===== config.mk =====
export PLATFORM = sky130hd
export DESIGN_NAME = dmem_access_ctrl
export DESIGN_NICKNAME = d
export VERILOG_FILES = /design/src/rtl/dmem_pkg.sv /design/src/rtl/dmem_access_ctrl.sv
export SDC_FILE = /design/constraint.sdc
export NUM_CORES = 1
export LEC_CHECK = 0
export CORE_ASPECT_RATIO = 1.5
export CORE_MARGIN = 5
export CORE_UTILIZATION = 41
export CTS_CLUSTER_DIAMETER = 120
export CTS_CLUSTER_SIZE = 25
export DETAILED_ROUTE_END_ITERATION = 8
export PLACE_DENSITY = 0.8
export SLEW_MARGIN = 20
export SYNTH_ARGS = -nofsm -noshare
export SYNTH_HDL_FRONTEND = slang
export SYNTH_SLANG_ARGS = --single-unit

===== constraint.sdc =====
create_clock -name i_clk -period 2.28 [get_ports i_clk]
set_input_delay 0.342 -clock i_clk [delete_from_list [all_inputs] [get_ports i_clk]]
set_output_delay 0.342 -clock i_clk [all_outputs]
set_load 0.1 [all_outputs]

===== src/rtl/dmem_pkg.sv =====
// Shared encodings for the data-memory access sequencer:
// FSM state encoding and fault cause codes.
package dmem_pkg;

  typedef enum logic [1:0] {
    S_IDLE   = 2'd0,
    S_ACCESS = 2'd1,
    S_DONE   = 2'd2,
    S_FAULT  = 2'd3
  } state_e;

  localparam logic [1:0] FC_NONE     = 2'd0;
  localparam logic [1:0] FC_MISALIGN = 2'd1;
  localparam logic [1:0] FC_BUSERR   = 2'd2;
  localparam logic [1:0] FC_TIMEOUT  = 2'd3;

endpackage


===== src/rtl/dmem_access_ctrl.sv =====
// Sequences MEM-stage loads/stores over a req/ack bus, stalls the
// pipeline while an access is outstanding and reports faults.
// Ports: i_clk/i_resetn; MEM-stage request i_mem_*/i_flush;
// bus o_bus_*/i_bus_*; pipeline o_stall, o_done, o_rd_dmem,
// o_fault, o_fault_cause.
module dmem_access_ctrl
  import dmem_pkg::*;
#(
  parameter int P_TIMEOUT = 16,
  parameter int P_CNT_W   = 5
) (
  input  logic        i_clk,
  input  logic        i_resetn,
  input  logic        i_mem_read,
  input  logic        i_mem_write,
  input  logic [31:0] i_mem_addr,
  input  logic [31:0] i_mem_wdata,
  input  logic        i_flush,
  output logic        o_bus_req,
  output logic        o_bus_we,
  output logic [31:0] o_bus_addr,
  output logic [31:0] o_bus_wdata,
  input  logic        i_bus_ack,
  input  logic [31:0] i_bus_rdata,
  input  logic        i_bus_err,
  output logic        o_stall,
  output logic        o_done,
  output logic [31:0] o_rd_dmem,
  output logic        o_fault,
  output logic [1:0]  o_fault_cause
);

  localparam logic [P_CNT_W-1:0] TO_LAST =
    P_CNT_W'(P_TIMEOUT - 1);

  state_e             state_q, state_d;
  logic [P_CNT_W-1:0] cnt_q, cnt_d;
  logic [31:0]        addr_q, addr_d;
  logic [31:0]        wdata_q, wdata_d;
  logic [31:0]        rd_q, rd_d;
  logic               we_q, we_d;
  logic               flushed_q, flushed_d;
  logic               req_q, req_d;
  logic               done_q, done_d;
  logic               fault_q, fault_d;
  logic [1:0]         cause_q, cause_d;

  logic op, misal, flushed;

  assign op      = (i_mem_read | i_mem_write) & ~i_flush;
  assign misal   = |i_mem_addr[1:0];
  // A flush seen in the completing cycle squashes too.
  assign flushed = flushed_q | i_flush;

  // Combinational so the detection cycle is already stalled.
  assign o_stall = (state_q == S_IDLE && op && !misal)
                 | (state_q == S_ACCESS);

  always_comb begin
    state_d   = state_q;
    cnt_d     = cnt_q;
    addr_d    = addr_q;
    wdata_d   = wdata_q;
    we_d      = we_q;
    rd_d      = rd_q;
    flushed_d = flushed_q;
    cause_d   = FC_NONE;
    unique case (state_q)
      S_IDLE: begin
        if (op && misal) begin
          state_d = S_FAULT;
          cause_d = FC_MISALIGN;
        end else if (op) begin
          state_d   = S_ACCESS;
          addr_d    = i_mem_addr;
          wdata_d   = i_mem_wdata;
          we_d      = i_mem_write;
          cnt_d     = '0;
          flushed_d = 1'b0;
        end
      end
      S_ACCESS: begin
        cnt_d     = cnt_q + 1'b1;
        flushed_d = flushed;
        if (i_bus_err) begin
          state_d = flushed ? S_IDLE : S_FAULT;
          cause_d = flushed ? FC_NONE : FC_BUSERR;
        end else if (i_bus_ack) begin
          state_d = flushed ? S_IDLE : S_DONE;
          if (!flushed && !we_q) rd_d = i_bus_rdata;
        end else if (cnt_q == TO_LAST) begin
          state_d = flushed ? S_IDLE : S_FAULT;
          cause_d = flushed ? FC_NONE : FC_TIMEOUT;
        end
      end
      S_DONE:  state_d = S_IDLE;
      S_FAULT: state_d = S_IDLE;
      default: state_d = S_IDLE;
    endcase
    req_d   = (state_d == S_ACCESS);
    done_d  = (state_d == S_DONE);
    fault_d = (state_d == S_FAULT);
  end

  always_ff @(posedge i_clk or negedge i_resetn) begin
    if (!i_resetn) begin
      state_q   <= S_IDLE;
      cnt_q     <= '0;
      addr_q    <= '0;
      wdata_q   <= '0;
      we_q      <= 1'b0;
      rd_q      <= '0;
      flushed_q <= 1'b0;
      req_q     <= 1'b0;
      done_q    <= 1'b0;
      fault_q   <= 1'b0;
      cause_q   <= FC_NONE;
    end else begin
      state_q   <= state_d;
      cnt_q     <= cnt_d;
      addr_q    <= addr_d;
      wdata_q   <= wdata_d;
      we_q      <= we_d;
      rd_q      <= rd_d;
      flushed_q <= flushed_d;
      req_q     <= req_d;
      done_q    <= done_d;
      fault_q   <= fault_d;
      cause_q   <= cause_d;
    end
  end

  assign o_bus_req     = req_q;
  assign o_bus_we      = we_q;
  assign o_bus_addr    = addr_q;
  assign o_bus_wdata   = wdata_q;
  assign o_done        = done_q;
  assign o_rd_dmem     = rd_q;
  assign o_fault       = fault_q;
  assign o_fault_cause = cause_q;

endmodule

==> run summary <==
The number of nets in the synthesized netlist came out at 375. The largest net degree at the start of global routing is 52. The total vias in the final route is 3032. The pre-antenna-repair detailed-routing pass consisted of 4 iterations. The area fraction in and, or, nand and nor cells after synthesis is 4.61%. The complex-gate fraction of the synthesized area is 2.02%. The placed wire-length estimate after detailed placement came out at 8550 µm. The flow ran to the end, and the final reports show no timing, DRC or antenna violations. The fill cell instance count of the final layout came out at 811. In the layout the commonest cells are 110 x sky130_fd_sc_hd__dfrtp_1, 105 x sky130_fd_sc_hd__buf_4, 101 x sky130_fd_sc_hd__clkdlybuf4s50_1. The post-route clock period utilization came out at 96.0%. The worst setup path is captured at an output port.

The area growth from synthesis to layout came out at 51.6%. The critical path goes through clkdlybuf4s50_1 > or3_4 > o41ai_4 > buf_12. The TritonCTS clock tree is built. The count of H-tree levels built during CTS is 3. The synthesized flop and latch total is 110. STA puts the critical path data arrival time at 1.85 ns. The required time of the critical path is 1.94 ns.

The slew at the pin closest to its max-slew limit is 0.587 ns. After detailed routing, the average wire length per cell comes to 17.6 µm. Leaving out fill and tap cells, the most frequent cell in the layout is sky130_fd_sc_hd__dfrtp_1. The cell count after synthesis came out at 270. The violation count after the first detailed-route iteration is 65.

CTS placed an instance of sky130_fd_sc_hd__clkbuf_16 at the clock tree root. The clock slew seen by the registers of the worst setup and hold paths is 0.07 ns. The antenna diode count is 0.

The final max-slew violation count came out at 0. In the final layout, the share of cells above drive strength 1 is 38.1%. The die extent in y is 137 µm. The area occupied by multi-input gates came out at 1530 µm². The part of the Yosys area used for sequential elements is 62.6%. The total overflow left after global routing is 0.

The adder-cell share of the synthesized area is 0.569%. The initial core utilization came out at 41.8%. Post-CTS repair changed the size of 0 cells.

Setup repair after global routing left no endpoint under its margin. The die is 94.6 µm wide. The relative slew slack came out at 60.9%. The share of synthesized area spent on multiplexers came out at 27.1%. The clock latency on the worst-skew pair is 0.34 ns. The worst clock skew is 0.00747 ns. The number of unique standard cell types used by synthesis came out at 35.

The antenna violation net count after detailed routing is 0. The critical path is of the input pin to output port type. The number of max-cap violations came out at 0. The mean cell area of the mapped netlist came out at 16.3 µm².

The final routed wirelength across all metal layers came out at 11100 µm. The cell type of the slowest stage on the worst timing path is sky130_fd_sc_hd__clkdlybuf4s50_1. The area of the mapped netlist came out at 4400 µm². Timing would allow up to 457 MHz. The initial antenna violation count came to 0. After detailed routing, the number of vias per cell comes to 4.81. Counting every sink on the clock net gives 110. By area, the combinational part of the netlist is dominated by multiplexers. The number of global-route vias before repair is 3240. The number of buffers added for setup after CTS came out at 0. In the routed design, unresolved DRC markers number 0. The maximum buffer depth of the clock tree is 2. In this run the standard cell core region covers 10500 µm². The placer congestion estimate is 0.781. In this run the worst path has a maximum fanout of 5.

Input and output buffers added on the ports amount to 205. The final count of hold timing violations is 0. The cell row count came out at 46. The area of the die is 12900 µm².

Setup violations remaining at the end of the flow were counted as 0. The final critical-path required period is 2.19 ns. Clock tree synthesis inserted a total of 9 buffers. The share of the synthesized netlist area taken by xor and xnor gates is 0%. The first global-routing pass estimated 16700 µm of wire. The total negative setup slack is 0 ns. The class of the tightest hold or removal check is input pin to asynchronous set/reset pin. For this run, the number of Yosys warnings is 0.

The total number of nets in the final design is 586. The worst setup path is launched from an input pin. The total I/O pin count is 206. The area used by sequential logic in the layout is 2750 µm².

The highest cell delay on the worst timing path is 0.52 ns. Buffers inserted to repair hold after CTS numbered 0. The total track usage came out at 16.9%.
==> final cells by class <==
| cell class | instances | area share [%] |
|---|---|---|
| flip-flops and latches | 110 | 41.3 |
| clock inverters | 7 | 0.882 |
| inverters | 7 | 0.394 |
| clock buffers | 9 | 3.38 |
| repair buffers | 211 | 28.5 |
| well taps | 144 | 2.70 |
| multi-input cells | 142 | 22.9 |
==> kinds of logic (layout without fill, tap and decap cells) <==
| family | count (synthesis) | in the layout |
|---|---|---|
| AND/OR/NAND/NOR | 32 | 32 |
| buffers and inverters | 18 | 234 |
| adder cells (fa/ha/maj) | 2 | 2 |
| AO/OA/AOI/OAI | 12 | 12 |
| multiplexers | 96 | 96 |
| flip-flops | 110 | 110 |
==> per-stage QoR <==
stage | setup WS (ns) | utilization [%] | area (µm²) | hold slack [ns] | instances
6_report | 0.0912 | 63.3 | 6670 | 0.00820 | 630
5_1_grt | 0.0291 | 63.3 | 6670 | 0.0426 | 630
4_1_cts | 0.0824 | 63.3 | 6670 | 0.0196 | 630
3_5_place_dp | 0.0781 | 60.6 | 6380 | 0.383 | 614
3_3_place_gp | 0.125 | 60.6 | 6380 | 0.379 | 614
2_1_floorplan | 0.00669 | - | 4410 | 0.0464 | 270
==> layer usage <==
metal  track usage, %  up-vias  wire (µm)
li1                 -     1380          -
met1             19.1     1502       3920
met2             29.6      126       5970
met3             4.90       24        904
met4             6.74        0        306
met5                0        -          0
==> final timing paths <==
kind,from,end,slack [ns],depth (start not counted)
setup / recovery,i_flush,o_stall,0.09,4
hold reg to reg,o_bus_addr[11],o_bus_addr[11],0.49,1
max in group asynchronous,i_resetn,o_rd_dmem[18],1.60,2
setup reg to reg,cnt_q[0],o_done,0.37,6
min in group i_clk,o_bus_addr[11],o_bus_addr[11],0.49,1
hold / removal,i_resetn,o_bus_addr[29],0.008,1
==> critical path, delay by kind of cell <==
family	cells	cell delay, ns
buf+inv	2	0.74
compound gates	1	0.30
simple gates	1	0.45
==> synthesized netlist by cell type <==
cell,instances,area [µm²]
sky130_fd_sc_hd__a21oi_1,1,5.00
sky130_fd_sc_hd__a31o_2,1,8.76
sky130_fd_sc_hd__a31oi_1,3,18.8
sky130_fd_sc_hd__and2_1,2,12.5
sky130_fd_sc_hd__and3_1,2,12.5
sky130_fd_sc_hd__and4_1,1,8.76
sky130_fd_sc_hd__buf_2,1,5.00
sky130_fd_sc_hd__buf_6,9,101
sky130_fd_sc_hd__clkbuf_1,1,3.75
sky130_fd_sc_hd__dfrtp_1,110,2750
sky130_fd_sc_hd__ha_1,2,25.0
sky130_fd_sc_hd__inv_1,6,22.5
sky130_fd_sc_hd__inv_2,1,3.75
sky130_fd_sc_hd__mux2_1,45,507
sky130_fd_sc_hd__mux2_2,20,225
sky130_fd_sc_hd__mux2_4,30,450
sky130_fd_sc_hd__mux2i_1,1,10.0
sky130_fd_sc_hd__nand2_1,3,11.3
sky130_fd_sc_hd__nand2b_1,3,18.8
sky130_fd_sc_hd__nand3_1,4,20.0
sky130_fd_sc_hd__nand3_2,1,10.0
sky130_fd_sc_hd__nand4_1,2,12.5
sky130_fd_sc_hd__nor2_1,6,22.5
sky130_fd_sc_hd__nor2b_1,1,6.26
sky130_fd_sc_hd__nor3_1,1,5.00
sky130_fd_sc_hd__nor3_2,1,10.0
sky130_fd_sc_hd__nor4b_4,1,23.8
sky130_fd_sc_hd__o211ai_1,1,7.51
sky130_fd_sc_hd__o21ai_0,2,10.0
sky130_fd_sc_hd__o22ai_1,2,12.5
sky130_fd_sc_hd__o32a_1,1,10.0
sky130_fd_sc_hd__o41ai_2,1,16.3
sky130_fd_sc_hd__or2_2,1,6.26
sky130_fd_sc_hd__or3_1,2,12.5
sky130_fd_sc_hd__or4b_1,1,10.0
==> registers in the layout, summed over array words and instances (netlist names) <==
register and count:
cnt_q 5, flushed_q 1, o_bus_addr 32, o_bus_req 1, o_bus_wdata 32, o_bus_we 1, o_done 1, o_fault 1
o_fault_cause 2, o_rd_dmem 32, state_q 2
Power is not shown: default switching activity piles up to over one toggle a cycle in this logic, so the estimate is an artifact.
